`src/rtl/seg7_pkg.sv`:
```
// Shared 7-segment definitions used by the display encoder and by the scan decoder.
// Patterns are active-low {g,f,e,d,c,b,a}.
package seg7_pkg;

  localparam int unsigned SEG7_NUM_DIGITS = 4;

  localparam logic [6:0] SEG_0 = 7'h40;
  localparam logic [6:0] SEG_1 = 7'h79;
  localparam logic [6:0] SEG_2 = 7'h24;
  localparam logic [6:0] SEG_3 = 7'h30;
  localparam logic [6:0] SEG_4 = 7'h19;
  localparam logic [6:0] SEG_5 = 7'h12;
  localparam logic [6:0] SEG_6 = 7'h02;
  localparam logic [6:0] SEG_7 = 7'h78;
  localparam logic [6:0] SEG_8 = 7'h00;
  localparam logic [6:0] SEG_9 = 7'h10;
  localparam logic [6:0] SEG_A = 7'h3F;  // dash
  localparam logic [6:0] SEG_B = 7'h03;
  localparam logic [6:0] SEG_C = 7'h46;
  localparam logic [6:0] SEG_D = 7'h21;
  localparam logic [6:0] SEG_E = 7'h06;
  localparam logic [6:0] SEG_F = 7'h7F;  // blank

  typedef enum logic [1:0] {
    ST_IDLE,
    ST_SETTLE,
    ST_HELD
  } seg7_state_t;

  // Forward encoding, used by the display driver side.
  function automatic logic [6:0] hex_to_seg(input logic [3:0] nib);
    logic [6:0] pat;
    unique case (nib)
      4'h0: pat = SEG_0;
      4'h1: pat = SEG_1;
      4'h2: pat = SEG_2;
      4'h3: pat = SEG_3;
      4'h4: pat = SEG_4;
      4'h5: pat = SEG_5;
      4'h6: pat = SEG_6;
      4'h7: pat = SEG_7;
      4'h8: pat = SEG_8;
      4'h9: pat = SEG_9;
      4'hA: pat = SEG_A;
      4'hB: pat = SEG_B;
      4'hC: pat = SEG_C;
      4'hD: pat = SEG_D;
      4'hE: pat = SEG_E;
      default: pat = SEG_F;
    endcase
    return pat;
  endfunction

endpackage

```
`src/rtl/seg7_scan_decoder_if.sv`:
```
// Pin-side and result-side signals of the scan decoder.
// Optional decimal-point capture: SEG7_SCAN_DECODER_DP_EN.
interface seg7_scan_decoder_if
  import seg7_pkg::*;
#(
  parameter int unsigned NUM_DIGITS = SEG7_NUM_DIGITS
);
  logic [NUM_DIGITS-1:0]   an;
  logic [6:0]              seg;
  logic [4*NUM_DIGITS-1:0] digits;
  logic [NUM_DIGITS-1:0]   digit_known;
  logic                    frame_done;
  logic                    bad_pattern;
`ifdef SEG7_SCAN_DECODER_DP_EN
  logic                    dp;
  logic [NUM_DIGITS-1:0]   dp_out;

  modport master (
    output an, seg, dp,
    input  digits, digit_known, frame_done, bad_pattern, dp_out
  );
  modport slave (
    input  an, seg, dp,
    output digits, digit_known, frame_done, bad_pattern, dp_out
  );
`else
  modport master (
    output an, seg,
    input  digits, digit_known, frame_done, bad_pattern
  );
  modport slave (
    input  an, seg,
    output digits, digit_known, frame_done, bad_pattern
  );
`endif
endinterface

```
`src/rtl/seg7_to_hex.sv`:
```
// Reverse lookup of an active-low segment pattern to its hex nibble.
module seg7_to_hex
  import seg7_pkg::*;
(
  input  logic [6:0] pattern_i,
  output logic [3:0] nibble_o,
  output logic       known_o
);

  // Table lookup; unknown patterns flag known_o low.
  always_comb begin
    nibble_o = 4'hF;
    known_o  = 1'b1;
    unique case (pattern_i)
      SEG_0: nibble_o = 4'h0;
      SEG_1: nibble_o = 4'h1;
      SEG_2: nibble_o = 4'h2;
      SEG_3: nibble_o = 4'h3;
      SEG_4: nibble_o = 4'h4;
      SEG_5: nibble_o = 4'h5;
      SEG_6: nibble_o = 4'h6;
      SEG_7: nibble_o = 4'h7;
      SEG_8: nibble_o = 4'h8;
      SEG_9: nibble_o = 4'h9;
      SEG_A: nibble_o = 4'hA;
      SEG_B: nibble_o = 4'hB;
      SEG_C: nibble_o = 4'hC;
      SEG_D: nibble_o = 4'hD;
      SEG_E: nibble_o = 4'hE;
      SEG_F: nibble_o = 4'hF;
      default: known_o = 1'b0;
    endcase
  end

endmodule

```
`src/rtl/seg7_scan_decoder.sv`:
```
// Recovers hex digits from a multiplexed common-anode 7-segment display.
// A slot is captured after its sample has been stable for STABLE_CYCLES cycles.
// Optional decimal-point capture: SEG7_SCAN_DECODER_DP_EN.
module seg7_scan_decoder
  import seg7_pkg::*;
#(
  parameter int unsigned NUM_DIGITS    = SEG7_NUM_DIGITS,
  parameter int unsigned STABLE_CYCLES = 16
)(
  input logic                clk,
  input logic                rst,
  seg7_scan_decoder_if.slave bus
);

  localparam logic [7:0] CNT_LAST = 8'(STABLE_CYCLES - 1);

  logic [NUM_DIGITS-1:0] an_q, an_p_q;
  logic [6:0]            seg_q, seg_p_q;
`ifdef SEG7_SCAN_DECODER_DP_EN
  logic                  dp_q, dp_p_q;
  logic                  cap_dp_q;
  logic [NUM_DIGITS-1:0] dp_out_q;
`endif

  seg7_state_t           state_q;
  logic [7:0]            cnt_q;
  logic                  cap_q;
  logic [NUM_DIGITS-1:0] cap_slot_q;
  logic [6:0]            cap_pat_q;

  logic [4*NUM_DIGITS-1:0] digits_q;
  logic [NUM_DIGITS-1:0]   known_q;
  logic [NUM_DIGITS-1:0]   seen_q;
  logic                    bad_q;
  logic                    frame_q;

  logic                  slot_valid;
  logic                  sample_eq;
  logic [NUM_DIGITS-1:0] cap_mask;
  logic [3:0]            dec_nib;
  logic                  dec_known;

  // Sample classification: exactly one low anode is a slot; stability vs previous sample.
  always_comb begin
    slot_valid = $onehot(~an_q);
    sample_eq  = (an_q == an_p_q) && (seg_q == seg_p_q);
`ifdef SEG7_SCAN_DECODER_DP_EN
    sample_eq  = sample_eq && (dp_q == dp_p_q);
`endif
    cap_mask   = cap_q ? cap_slot_q : '0;
  end

  // Input sample and previous-sample registers; reset to "no slot".
  always_ff @(posedge clk) begin
    if (rst) begin
      an_q    <= '1;
      an_p_q  <= '1;
      seg_q   <= '1;
      seg_p_q <= '1;
`ifdef SEG7_SCAN_DECODER_DP_EN
      dp_q    <= 1'b1;
      dp_p_q  <= 1'b1;
`endif
    end else begin
      an_q    <= bus.an;
      an_p_q  <= an_q;
      seg_q   <= bus.seg;
      seg_p_q <= seg_q;
`ifdef SEG7_SCAN_DECODER_DP_EN
      dp_q    <= bus.dp;
      dp_p_q  <= dp_q;
`endif
    end
  end

  // Stability FSM; a capture latches slot and pattern and is applied one cycle later.
  always_ff @(posedge clk) begin
    if (rst) begin
      state_q    <= ST_IDLE;
      cnt_q      <= '0;
      cap_q      <= 1'b0;
      cap_slot_q <= '0;
      cap_pat_q  <= '1;
`ifdef SEG7_SCAN_DECODER_DP_EN
      cap_dp_q   <= 1'b1;
`endif
    end else begin
      cap_q <= 1'b0;
      unique case (state_q)
        ST_IDLE: begin
          cnt_q <= '0;
          if (slot_valid) state_q <= ST_SETTLE;
        end
        ST_SETTLE: begin
          if (!slot_valid) begin
            state_q <= ST_IDLE;
            cnt_q   <= '0;
          end else if (!sample_eq) begin
            cnt_q <= '0;
          end else if (cnt_q == CNT_LAST) begin
            // Counter stays at CNT_LAST while HELD, so it saturates rather than wraps.
            state_q    <= ST_HELD;
            cap_q      <= 1'b1;
            cap_slot_q <= ~an_q;
            cap_pat_q  <= seg_q;
`ifdef SEG7_SCAN_DECODER_DP_EN
            cap_dp_q   <= dp_q;
`endif
          end else begin
            cnt_q <= cnt_q + 8'd1;
          end
        end
        ST_HELD: begin
          if (!sample_eq) begin
            state_q <= slot_valid ? ST_SETTLE : ST_IDLE;
            cnt_q   <= '0;
          end
        end
        default: begin
          state_q <= ST_IDLE;
          cnt_q   <= '0;
        end
      endcase
    end
  end

  seg7_to_hex u_dec (
    .pattern_i (cap_pat_q),
    .nibble_o  (dec_nib),
    .known_o   (dec_known)
  );

  // Apply a pending capture to the digit registers and raise bad_pattern alongside it.
  always_ff @(posedge clk) begin
    if (rst) begin
      digits_q <= '1;
      known_q  <= '0;
      bad_q    <= 1'b0;
`ifdef SEG7_SCAN_DECODER_DP_EN
      dp_out_q <= '0;
`endif
    end else begin
      bad_q <= cap_q && !dec_known;
      for (int unsigned i = 0; i < NUM_DIGITS; i++) begin
        if (cap_mask[i]) begin
          known_q[i] <= dec_known;
          if (dec_known) digits_q[4*i +: 4] <= dec_nib;
`ifdef SEG7_SCAN_DECODER_DP_EN
          dp_out_q[i] <= ~cap_dp_q;
`endif
        end
      end
    end
  end

  // Frame tracking: a full seen mask pulses frame_done next cycle; a capture landing
  // in that same cycle starts the new frame so no event is lost.
  always_ff @(posedge clk) begin
    if (rst) begin
      seen_q  <= '0;
      frame_q <= 1'b0;
    end else if (seen_q == '1) begin
      seen_q  <= cap_mask;
      frame_q <= 1'b1;
    end else begin
      seen_q  <= seen_q | cap_mask;
      frame_q <= 1'b0;
    end
  end

  assign bus.digits      = digits_q;
  assign bus.digit_known = known_q;
  assign bus.bad_pattern = bad_q;
  assign bus.frame_done  = frame_q;
`ifdef SEG7_SCAN_DECODER_DP_EN
  assign bus.dp_out      = dp_out_q;
`endif

endmodule

```
`src/flat_wrapper.sv`:
```
// flat-port wrapper written by rule: the top's interface ports become plain ports
module seg7_scan_decoder_flat import seg7_pkg::*;
#(
  parameter int unsigned NUM_DIGITS    = SEG7_NUM_DIGITS,
  parameter int unsigned STABLE_CYCLES = 16
)
  (clk, rst, bus_an, bus_seg, bus_digits, bus_digit_known, bus_frame_done, bus_bad_pattern);
  seg7_scan_decoder_if #(.NUM_DIGITS(NUM_DIGITS)) bus_i ();
  input logic clk;
  input logic rst;
  input wire logic [$bits(bus_i.an)-1:0] bus_an;
  input wire logic [$bits(bus_i.seg)-1:0] bus_seg;
  output wire logic [$bits(bus_i.digits)-1:0] bus_digits;
  output wire logic [$bits(bus_i.digit_known)-1:0] bus_digit_known;
  output wire logic [$bits(bus_i.frame_done)-1:0] bus_frame_done;
  output wire logic [$bits(bus_i.bad_pattern)-1:0] bus_bad_pattern;
  assign bus_i.an = bus_an;
  assign bus_i.seg = bus_seg;
  assign bus_digits = bus_i.digits;
  assign bus_digit_known = bus_i.digit_known;
  assign bus_frame_done = bus_i.frame_done;
  assign bus_bad_pattern = bus_i.bad_pattern;
  seg7_scan_decoder #(.NUM_DIGITS(NUM_DIGITS), .STABLE_CYCLES(STABLE_CYCLES)) u_core (.clk(clk), .rst(rst), .bus(bus_i));
endmodule
```
`config.mk`:
```
export PLATFORM = sky130hd
export DESIGN_NAME = seg7_scan_decoder_flat
export DESIGN_NICKNAME = d
export VERILOG_FILES = /design/src/rtl/seg7_pkg.sv /design/src/rtl/seg7_scan_decoder_if.sv /design/src/rtl/seg7_to_hex.sv /design/src/rtl/seg7_scan_decoder.sv /design/src/flat_wrapper.sv
export SDC_FILE = /design/constraint.sdc
export NUM_CORES = 1
export LEC_CHECK = 0
export BUFFER_PORTS_ARGS = -buffer_cell sky130_fd_sc_hd__buf_2
export CORE_MARGIN = 5
export CORE_UTILIZATION = 52
export CTS_CLUSTER_SIZE = 8
export DETAILED_ROUTE_END_ITERATION = 8
export MAX_ROUTING_LAYER = met4
export PLACE_DENSITY = 0.83
export SYNTH_ARGS = -nofsm -noshare
export SYNTH_HDL_FRONTEND = slang
export SYNTH_HIERARCHICAL = 1
export SYNTH_SLANG_ARGS = --single-unit
```
`constraint.sdc`:
```
create_clock -name clk -period 2.6 [get_ports clk]
set_clock_uncertainty 0.1 [all_clocks]
set_input_delay 0.13 -clock clk [delete_from_list [all_inputs] [get_ports clk]]
set_output_delay 0.13 -clock clk [all_outputs]
set_load 0.01 [all_outputs]
```
==> results of run 1 <==
path summary, 6_finish.rpt:
kind / from / endpoint / slack [ns]
worst max-delay path: u_core/an_q[0]$_SDFF_PP1_ / u_core/cnt_q[3]$_SDFFE_PP0P_ / -0.18
worst min-delay path: rst / u_core/cnt_q[4]$_SDFFE_PP0P_ / 0.16
worst max register to register: u_core/an_q[0]$_SDFF_PP1_ / u_core/cnt_q[3]$_SDFFE_PP0P_ / -0.18
worst min register to register: u_core/bus.digits[5]$_SDFFE_PP1P_ / u_core/bus.digits[5]$_SDFFE_PP1P_ / 0.36
kinds of logic after synthesis:
kind of cell / Yosys count / synth area share
AND/OR/NAND/NOR: 129 / 0.228
adder cells (fa/ha/maj): 4 / 0.0189
XOR/XNOR: 13 / 0.0373
AO/OA/AOI/OAI: 64 / 0.164
multiplexers: 11 / 0.0361
flip-flops: 70 / 0.459
buffers and inverters: 35 / 0.0566
Yosys cell counts (all sizes together) (3+ instances only):
library cell  instances
nor2                 36
nor3                  7
nor4                  6
xor2                 12
dfxtp                70
o31ai                 3
o21ai                 4
nand3                 9
mux2i                11
or2                  16
nand4                 3
ha                    3
nor2b                 4
a211oi                5
clkbuf               11
and3                  3
a21oi                16
a211o                17
nand4b                3
inv                  15
nand2                19
nand2b                8
a2111oi               3
buf                   9
or4                   4
stage by stage:
stage	instances	area (um2)	power, uW	util	hold slack [ns]
2_1_floorplan	326	3060	1200	-	0.134
3_3_place_gp	436	3360	1230	0.578	0.214
3_5_place_dp	436	3360	1230	0.578	0.214
4_1_cts	463	3690	2090	0.635	0.142
5_1_grt	464	3740	2160	0.643	0.158
6_report	464	3740	2070	0.643	0.164
worst register-to-register path: cells and delay by family, from the launching register on:
family / cells / cell delay, ns
buffers and inverters: 1 / 0.05
adder cells (fa/ha/maj): 3 / 0.90
AND/OR/NAND/NOR: 3 / 1.17
AO/OA/AOI/OAI: 1 / 0.16
flip-flops: 1 / 0.33
final cells by class:
type	count	share of cell area
tap	75	0.0251
clock inverter	5	0.0161
multi-input combinational	221	0.411
inverter	15	0.0151
timing repair buffer	67	0.121
sequential	70	0.376
clock buffer	11	0.0352
power breakdown:
group	leakage, uW	internal [uW]	switching, uW
clock network	0.0000935	446	397
registers	0.000569	1090	11.7
logic	0.000880	63.2	67.7
layer usage:
| metal | up-vias | routed length (um) | GRT usage |
|---|---|---|---|
| met4 | 0 | 121 | 0.0850 |
| met2 | 71 | 3150 | 0.302 |
| li1 | 1272 | - | - |
| met5 | - | 0 | - |
| met1 | 1196 | 3080 | 0.245 |
| met3 | 12 | 316 | 0.0418 |
state kept, by name (all words and copies together) (netlist names):
name,count
u_core/cap_slot_q,4
u_core/seen_q,4
u_core/an_p_q,4
u_core/bus.digits,16
u_core/an_q,4
u_core/bus.frame_done,1
u_core/seg_p_q,7
u_core/state_q,2
u_core/bus.bad_pattern,1
u_core/cap_q,1
u_core/bus.digit_known,4
u_core/cnt_q,8
u_core/cap_pat_q,7
u_core/seg_q,7
repair_timing:
item,in CTS,in global routing
endpoints found under the setup margin,20,36
setup buffers,0,1
gates resized for setup,5,11
hold buffers,11,0
hold endpoints to repair,11,0
pin swaps,4,6
==> reports/metrics.json, run 1 <==
{
  "setup_path": {
    "arrival_ns": 2.94,
    "critPathMaxStageDelay_ns": 0.52,
    "cp_data_required_time_ns": 2.76,
    "crit_path_max_fanout": 5,
    "timing.critical_path.to_type": "flop",
    "crit_slowest_cell": "fa_1",
    "cp.depth": 8,
    "ff2ff_path_depth": 8,
    "cp_cell_sequence": "fa_1 -> inv_1 -> ha_2 -> ha_4 -> or3b_4 -> or2_4 -> or4_4 -> a31oi_1",
    "start_kind": "flop",
    "worstPathBufferInverterCount": 1,
    "cp_top_family": "simple AND/OR/NAND/NOR gates",
    "setup.worst_path.class": "flop to flop"
  },
  "floorplan": {
    "fp.dieArea_mm2": 0.00750,
    "initial_utilization": 0.525,
    "core-area_mm2": 0.00582,
    "fp.dieH_um": 86.6,
    "core.rowCount": 28,
    "die-width_um": 86.6,
    "design.portCount": 35
  },
  "timing": {
    "finalHoldViolations": 0,
    "fin_crit_ns": 2.78,
    "relSlewSlack": 0.533,
    "clock.fmax_ghz": 0.359,
    "timing.final.max_slew_violations": 0,
    "layout_setup_ws_ns": -0.183,
    "final_min_period_over_clock_period": 1.07,
    "setup_viol": 7,
    "grt_setup_unrepaired": "yes",
    "fin_tns_setup_ns": -0.499,
    "tightestPinTransition_ns": 0.694
  },
  "yosys": {
    "postSynthRegisterBits": 70,
    "synth_fp_nets": 343,
    "synthesis.area_mm2": 0.00305,
    "synth_edf_count": 0,
    "yosysUniqueCellTypes": 58,
    "proportion_of_register_bits_with_asynchronous_set_or_reset_after_synthesis": 0,
    "yosys_warnings": 6,
    "post_synth_main_area_contributors": "dfxtp_1, a211o_1, nor2_1",
    "yosysSeqAreaShare": 0.459,
    "synth_top_flop_cell": "dfxtp_1",
    "synth_top_area_share": 0.459,
    "syn_area_per_cell_um2": 9.36,
    "synthCells": 326,
    "netlist.top_cell.by_area": "dfxtp_1"
  },
  "routing": {
    "ant_nets": 0,
    "wirelength_mm": 6.66,
    "via_per_inst": 5.50,
    "total_iterations_of_the_first_detailed_routing_run": 4,
    "detailed_route_iter0_violations": 130,
    "drt_drc_violations_left": 0,
    "post_drt_wl_per_cell_um": 14.4,
    "dr_total_vias": 2551
  },
  "clock_tree": {
    "clock_sinks": 70,
    "clk-insertion-delay-late_ns": 0.33,
    "numCtsBuffers": 9,
    "cts.reportedPaths.clkPinSlew_ns": 0.08,
    "htree_num_levels": 3,
    "max-clock-path-buffers": 2,
    "ctsRootBufferMaster": "clkbuf_8",
    "cts_tree": "yes"
  },
  "finish": {
    "final-seq-area_mm2": 0.00141,
    "area_used_by_multi_input_combinational_logic_mm2": 0.00154,
    "nNetsFinal": 401,
    "final_common_cell": "dfxtp_1",
    "fraction_of_layout_instances_using_a_drive_strength_above_1": 0.275,
    "area_delta_synth_final_pct": 22.5,
    "fillers": 466,
    "commonest_cells_after_routing_fill_and_taps_aside": "dfxtp_1, nor2_1, buf_2",
    "antenna_cells": 0
  },
  "outcome": {
    "run_status": "finished, violations left",
    "failed_checks": "negative setup slack"
  },
  "placed_design": {
    "place.gp.congestion": 0.969,
    "detailed_place_hpwl_mm": 4.51,
    "io_buffer_count": 34,
    "placement.setup.worst_slack_ns": -0.191
  },
  "min_path": {
    "min_path_cells": 4,
    "min_path_type": "input pin to flop"
  },
  "pwr": {
    "total_leakage_power_uw": 0.00154,
    "peakVddDrop_uv": 339,
    "pwrdens_mw_per_mm2": 555
  },
  "global_route": {
    "global_router_s_overall_resource_usage": 0.195,
    "number_of_antenna_violations_at_the_first_check_in_global_routing": 0,
    "first_pass_grt_wire_length_mm": 11.5,
    "grt_pass1_vias": 2560,
    "overflow_left_after_global_routing": 0,
    "grt_start_max_net_pins": 61
  },
  "job": {
    "drv_cap": 0
  }
}
Power figures use the tool's default switching activity.
==> run 2, diff against run 1 <==
--- a/config.mk
+++ b/config.mk
@@ -11,7 +11,8 @@
 export CTS_CLUSTER_SIZE = 8
 export DETAILED_ROUTE_END_ITERATION = 8
 export MAX_ROUTING_LAYER = met4
-export PLACE_DENSITY = 0.83
+export PLACE_DENSITY = 0.75
+export SLEW_MARGIN = 20
 export SYNTH_ARGS = -nofsm -noshare
 export SYNTH_HDL_FRONTEND = slang
 export SYNTH_HIERARCHICAL = 1
==> constraint.sdc (replaced) <==
create_clock -name clk -period 2.4 [get_ports clk]
set_clock_uncertainty 0.1 [all_clocks]
set_input_delay 0.12 -clock clk [delete_from_list [all_inputs] [get_ports clk]]
set_output_delay 0.12 -clock clk [all_outputs]
set_load 0.01 [all_outputs]
==> run 2 against run 1 <==
  * Critical path depth is 3 higher
  * Clock power grew 6.3%
  * Sequential share of layout area fell by 2.0 points
  * Worst setup slack worse by 0.21 ns
  * Register-to-register slack lost 0.21 ns
  * Combinational power is 42% higher
  * Wire length up 9.9%
  * Power grew 9.6%
  * Die area unchanged
  * The flow still finishes with violations (negative setup slack)
  * Global-route usage grew 1.5 points
  * First-iteration DRC count grew 68%
  * Non-clock buffer count increased by 20
==> reports/metrics.json, run 2 (same netlist as run 1, synthesis figures left out) <==
{
  "pwr": {
    "pwrdens_mw_per_mm2": 573,
    "total_leakage_power_uw": 0.00168,
    "peakVddDrop_uv": 468
  },
  "job": {
    "drv_cap": 0
  },
  "clock_tree": {
    "max-clock-path-buffers": 2,
    "numCtsBuffers": 9,
    "ctsRootBufferMaster": "clkbuf_8",
    "clk-insertion-delay-late_ns": 0.35,
    "clock_sinks": 70,
    "htree_num_levels": 3,
    "cts.reportedPaths.clkPinSlew_ns": 0.09,
    "cts_tree": "yes"
  },
  "floorplan": {
    "core-area_mm2": 0.00582,
    "design.portCount": 35,
    "fp.dieH_um": 86.6,
    "initial_utilization": 0.525,
    "die-width_um": 86.6,
    "fp.dieArea_mm2": 0.00750,
    "core.rowCount": 28
  },
  "setup_path": {
    "worst-r2r-setup-slack_ns": -0.39,
    "cp_data_required_time_ns": 2.57,
    "setup.worst_path.class": "flop to flop",
    "critical_path.reg2reg.endpoint": "u_core/cnt_q[7]$_SDFFE_PP0P_",
    "arrival_ns": 2.96,
    "worst_r2r_startpoint": "u_core/an_q[3]$_SDFF_PP1_",
    "timing.critical_path.to_type": "flop",
    "crit_path_max_fanout": 6,
    "ff2ff_path_depth": 11,
    "start_kind": "flop"
  },
  "global_route": {
    "grt_pass1_vias": 2622,
    "number_of_antenna_violations_at_the_first_check_in_global_routing": 0,
    "grt_start_max_net_pins": 58,
    "overflow_left_after_global_routing": 0,
    "global_router_s_overall_resource_usage": 0.210,
    "first_pass_grt_wire_length_mm": 12.0
  },
  "routing": {
    "drt_drc_violations_left": 0,
    "via_per_inst": 5.55,
    "detailed_route_iter0_violations": 218,
    "ant_nets": 0,
    "post_drt_wl_per_cell_um": 15.1,
    "dr_total_vias": 2686,
    "total_iterations_of_the_first_detailed_routing_run": 5,
    "wirelength_mm": 7.32
  },
  "timing": {
    "final_min_period_over_clock_period": 1.16,
    "grt_setup_unrepaired": "yes",
    "setup_viol": 21,
    "tightestPinTransition_ns": 0.588,
    "clock.fmax_ghz": 0.358,
    "relSlewSlack": 0.604,
    "fin_worst_hold_slack_ns": 0.207,
    "finalHoldViolations": 0,
    "timing.final.max_slew_violations": 0,
    "layout_setup_ws_ns": -0.392,
    "fin_crit_ns": 2.79
  },
  "placed_design": {
    "place.gp.congestion": 0.922,
    "detailed_place_hpwl_mm": 4.70,
    "post_dp_cell_area_mm2": 0.00344,
    "io_buffer_count": 34,
    "dpl.cell_count": 447
  },
  "finish": {
    "fraction_of_layout_instances_using_a_drive_strength_above_1": 0.333,
    "final_common_cell": "dfxtp_1",
    "final_util": 0.683,
    "area_delta_synth_final_pct": 30.1,
    "post_layout_cell_count": 484,
    "largest_register_ffs": 16,
    "commonest_cells_after_routing_fill_and_taps_aside": "dfxtp_1, nor2_1, buf_2",
    "antenna_cells": 0,
    "nNetsFinal": 421,
    "final_area_mm2": 0.00397
  },
  "outcome": {
    "failed_checks": "negative setup slack",
    "run_status": "finished, violations left"
  },
  "min_path": {
    "worst_hold_path.endpoint": "u_core/cnt_q[2]$_SDFFE_PP0P_",
    "worst_hold_startpoint": "rst",
    "min_path_type": "input pin to flop",
    "min_path_cells": 3
  }
}
run 2: repair_timing:
action / CTS / global route
gates cloned: 1 / 0
hold endpoints to repair: 11 / 0
gates resized for setup: 16 / 18
endpoints found under the setup margin: 37 / 38
setup buffers: 4 / 2
pin swaps: 10 / 5
hold buffers: 14 / 0
run 2: metal layers:
metal	vias up	track usage	wire, um
li1	1319	-	-
met3	13	0.0428	403
met2	100	0.329	3450
met4	0	0.0836	138
met5	-	-	0
met1	1254	0.266	3330
run 2: area by class of cell:
class                   instances  area [um2]
fillers                       465        1840
multi-input cells             221        1590
flip-flops and latches         70        1410
repair buffers                 87         629
clock buffers                   9         124
well taps                      75        93.8
clock inverters                 7        65.1
inverters                      15        56.3
run 2: power by group:
| part | leakage (uW) | internal, uW | switching [uW] |
|---|---|---|---|
| Clock | 0.0000943 | 400 | 496 |
| Sequential | 0.000567 | 1180 | 13.1 |
| Combinational | 0.00101 | 98.2 | 88.3 |
| Total | 0.00168 | 1680 | 597 |
run 2: per-stage QoR:
step / setup TNS [ns] / setup WS [ns] / power [uW]
finish: -6.83 / -0.392 / 2270
detailed placement: -8.77 / -0.475 / 1340
CTS: -6.44 / -0.370 / 2280
floorplan: -5.76 / -0.384 / 1300
global route: -8.69 / -0.485 / 2380
global placement: -6.03 / -0.371 / 1330
run 2: worst max path at each step:
| stage | start | end | slack (ns) | cells past startpoint |
|---|---|---|---|---|
| final | u_core/an_q[3]$_SDFF_PP1_ | u_core/cnt_q[7]$_SDFFE_PP0P_ | -0.39 | 11 |
| after global routing | u_core/an_q[3]$_SDFF_PP1_ | u_core/cnt_q[1]$_SDFFE_PP0P_ | -0.49 | 11 |
| after CTS | u_core/an_q[3]$_SDFF_PP1_ | u_core/cnt_q[4]$_SDFFE_PP0P_ | -0.37 | 8 |
| after detailed placement | u_core/an_q[0]$_SDFF_PP1_ | u_core/cnt_q[7]$_SDFFE_PP0P_ | -0.48 | 10 |
| after global placement | u_core/an_q[0]$_SDFF_PP1_ | u_core/cnt_q[7]$_SDFFE_PP0P_ | -0.37 | 10 |
| after floorplan | u_core/an_q[0]$_SDFF_PP1_ | u_core/cnt_q[4]$_SDFFE_PP0P_ | -0.38 | 9 |
run 2: worst max-delay path, cell delays in order, from the launching register on:
cell and delay (ns):
dfxtp_2 0.34, fa_1 0.53, inv_1 0.04, ha_2 0.17
ha_4 0.21, or3b_4 0.43, buf_4 0.16, buf_6 0.13
o41ai_2 0.19, buf_4 0.17, o21ai_1 0.09, a21oi_1 0.17
==> run 3, diff against run 2 <==
--- a/config.mk
+++ b/config.mk
@@ -5,6 +5,7 @@
 export SDC_FILE = /design/constraint.sdc
 export NUM_CORES = 1
 export LEC_CHECK = 0
+export ABC_AREA = 1
 export BUFFER_PORTS_ARGS = -buffer_cell sky130_fd_sc_hd__buf_2
 export CORE_MARGIN = 5
 export CORE_UTILIZATION = 52
==> run 3 against run 2 <==
  * The flow still finishes with violations (negative setup slack)
  * Clock power grew 21%
  * First-iteration DRC count down 45%
  * Global-route usage fell by 0.48 points
  * Die area up 5.5%
  * Critical path depth unchanged
  * Sequential share of layout area shrank 1.2 points
  * Largest cell class unchanged
  * Highest routed layer unchanged
==> reports/metrics.json, run 3 <==
{
  "floorplan": {
    "die-width_um": 88.9,
    "design.portCount": 35,
    "fp.dieArea_mm2": 0.00791,
    "fp.dieH_um": 88.9,
    "core-area_mm2": 0.00599,
    "core.rowCount": 28,
    "initial_utilization": 0.541
  },
  "finish": {
    "final_util": 0.682,
    "commonest_cells_after_routing_fill_and_taps_aside": "nand2_1, dfxtp_1, inv_1",
    "area_used_by_multi_input_combinational_logic_mm2": 0.00174,
    "final-seq-area_mm2": 0.00140,
    "nNetsFinal": 529,
    "largest_register_ffs": 16,
    "fillers": 495,
    "final_common_cell": "nand2_1",
    "area_delta_synth_final_pct": 26.1,
    "fraction_of_layout_instances_using_a_drive_strength_above_1": 0.311,
    "antenna_cells": 0
  },
  "min_path": {
    "min_path_cells": 2,
    "worst_hold_startpoint": "rst",
    "worst_hold_path.endpoint": "u_core/bus.bad_pattern$_SDFF_PP0_",
    "min_path_type": "input pin to flop"
  },
  "setup_path": {
    "cp_cell_sequence": "fa_1 -> inv_1 -> ha_2 -> ha_4 -> nor3b_4 -> nand2_2 -> nor2_4 -> buf_6 -> nand3_4 -> buf_6 -> a21oi_2",
    "setup.worst_path.class": "flop to flop",
    "crit_slowest_cell": "fa_1",
    "cp_data_required_time_ns": 2.57,
    "crit_path_max_fanout": 6,
    "cp_top_family": "adder cells",
    "critical_path.reg2reg.endpoint": "u_core/cap_slot_q[3]$_SDFFE_PP0P_",
    "crit_top_cell": "buf_6",
    "arrival_ns": 2.72,
    "worstPathBufferInverterCount": 3,
    "ff2ff_path_depth": 11,
    "timing.critical_path.to_type": "flop",
    "worst-r2r-setup-slack_ns": -0.15,
    "worst_r2r_startpoint": "u_core/an_q[3]$_SDFF_PP1_",
    "start_kind": "flop",
    "critPathMaxStageDelay_ns": 0.54
  },
  "pwr": {
    "switching_share": 0.226,
    "clockPowerShare": 0.438,
    "cell_internal_pwr_uw": 1910,
    "total_leakage_power_uw": 0.00194,
    "power_switching_uw": 557,
    "share_comb_of_total_power": 0.075,
    "pwrdens_mw_per_mm2": 603,
    "seqPwrFrac": 0.486,
    "peakVddDrop_uv": 549
  },
  "outcome": {
    "run_status": "finished, violations left",
    "failed_checks": "negative setup slack"
  },
  "placed_design": {
    "placement.setup.worst_slack_ns": -0.227,
    "place.gp.congestion": 0.954,
    "detailed_place_hpwl_mm": 4.77,
    "io_buffer_count": 34
  },
  "clock_tree": {
    "numCtsBuffers": 9,
    "clock_sinks": 70,
    "cts_tree": "yes",
    "clk-insertion-delay-late_ns": 0.34,
    "htree_num_levels": 3,
    "ctsRootBufferMaster": "clkbuf_8",
    "cts.reportedPaths.clkPinSlew_ns": 0.07,
    "max-clock-path-buffers": 2
  },
  "yosys": {
    "yosysSeqAreaShare": 0.432,
    "combinational_family_with_the_most_area_after_synthesis": "simple AND/OR/NAND/NOR gates",
    "muxShareOfSynthArea": 0,
    "yosys_warnings": 6,
    "synth_top_flop_cell": "dfxtp_1",
    "synth_xor_area_frac": 0.0189,
    "netlist.top_cell.by_area": "dfxtp_1",
    "syn_area_per_cell_um2": 7.22,
    "yosysUniqueCellTypes": 30,
    "post_synth_main_area_contributors": "dfxtp_1, nand2_1, nand3_1",
    "synth_edf_count": 0,
    "synth_top_area_share": 0.432,
    "postSynthRegisterBits": 70,
    "synth_fp_nets": 466,
    "synth_area_in_adders": 0.0178,
    "yosys-top-cells-count": "nand2_1, dfxtp_1, inv_1",
    "yosys.area_share.simple": 0.371,
    "synthesis.area_mm2": 0.00324,
    "proportion_of_register_bits_with_asynchronous_set_or_reset_after_synthesis": 0,
    "synth.most_common_cell": "nand2_1",
    "synthCells": 449,
    "synth_compound_gate_area_share": 0.0757
  },
  "timing": {
    "relSlewSlack": 0.630,
    "fin_tns_setup_ns": -2.23,
    "clock.fmax_ghz": 0.392,
    "fin_crit_ns": 2.55,
    "setup_viol": 20,
    "finalHoldViolations": 0,
    "grt_setup_unrepaired": "yes",
    "tightestPinTransition_ns": 0.555,
    "final_min_period_over_clock_period": 1.06,
    "timing.final.max_slew_violations": 0,
    "layout_setup_ws_ns": -0.150
  },
  "routing": {
    "dr_total_vias": 2936,
    "total_iterations_of_the_first_detailed_routing_run": 5,
    "via_per_inst": 4.96,
    "wirelength_mm": 7.37,
    "detailed_route_iter0_violations": 120,
    "drt_drc_violations_left": 0,
    "ant_nets": 0,
    "post_drt_wl_per_cell_um": 12.5
  },
  "global_route": {
    "grt_pass1_vias": 2804,
    "overflow_left_after_global_routing": 0,
    "grt_start_max_net_pins": 35,
    "global_router_s_overall_resource_usage": 0.205,
    "first_pass_grt_wire_length_mm": 12.4,
    "number_of_antenna_violations_at_the_first_check_in_global_routing": 0
  },
  "job": {
    "drv_cap": 0
  }
}
[run 3: routing by layer]
metal,vias up,global-route usage,part of all wire
met3,9,0.0599,0.059
met5,-,-,0
met2,64,0.342,0.49
met4,0,0.0622,0.011
li1,1537,-,-
met1,1326,0.240,0.44
[run 3: power by group through the flow]
stage,clock [uW],combinational (uW),sequential [uW]
final,1080,185,1200
after global routing,1150,209,1200
after floorplan,0,101,1220
after global placement,0,137,1220
after detailed placement,0,142,1220
after CTS,1100,176,1200
[run 3: metrics by stage]
stage          total power, uW  hold WS, ns  instances  area [um2]
6_report                  2460       0.0889        592        4090
5_1_grt                   2550        0.125        592        4090
4_1_cts                   2470       0.0804        590        4040
3_5_place_dp              1370        0.204        558        3520
3_3_place_gp              1360        0.202        558        3520
2_1_floorplan             1320        0.104        449        3240
[run 3: worst max path at each step]
stage / startpoint / to / slack [ns] / cells after the start
after detailed placement: u_core/an_q[0]$_SDFF_PP1_ / u_core/cap_slot_q[1]$_SDFFE_PP0P_ / -0.23 / 10
final: u_core/an_q[3]$_SDFF_PP1_ / u_core/cap_slot_q[3]$_SDFFE_PP0P_ / -0.15 / 11
after global placement: u_core/an_q[0]$_SDFF_PP1_ / u_core/cap_slot_q[1]$_SDFFE_PP0P_ / -0.12 / 10
after floorplan: u_core/an_q[0]$_SDFF_PP1_ / u_core/cap_slot_q[2]$_SDFFE_PP0P_ / 0.01 / 11
after CTS: u_core/an_q[3]$_SDFF_PP1_ / u_core/cap_slot_q[1]$_SDFFE_PP0P_ / -0.13 / 11
after global routing: u_core/an_q[3]$_SDFF_PP1_ / u_core/cap_slot_q[3]$_SDFFE_PP0P_ / -0.22 / 11
[run 3: cell type report]
type / count / area share
timing repair buffer: 57 / 0.0983
clock inverter: 5 / 0.0199
inverter: 58 / 0.0533
sequential: 70 / 0.344
clock buffer: 11 / 0.0370
multi-input combinational: 316 / 0.425
tap: 75 / 0.0230
[run 3: cell families (layout without fill, tap and decap cells)]
logic type / count (synthesis) / after routing
DFF: 70 / 70
xor gates and xnor gates: 7 / 7
buffers and inverters: 67 / 131
adders and majority gates: 4 / 4
AOI/OAI and AO/OA: 37 / 38
and+or+nand+nor: 264 / 267
[run 3: timing repair]
action | in CTS | in global routing
cloned | 3 | 1
gates resized for setup | 33 | 8
endpoints found under the setup margin | 21 | 22
hold endpoints to repair | 11 | 0
hold buffers | 11 | 0
setup buffers | 2 | 1
pin swaps | 12 | 6
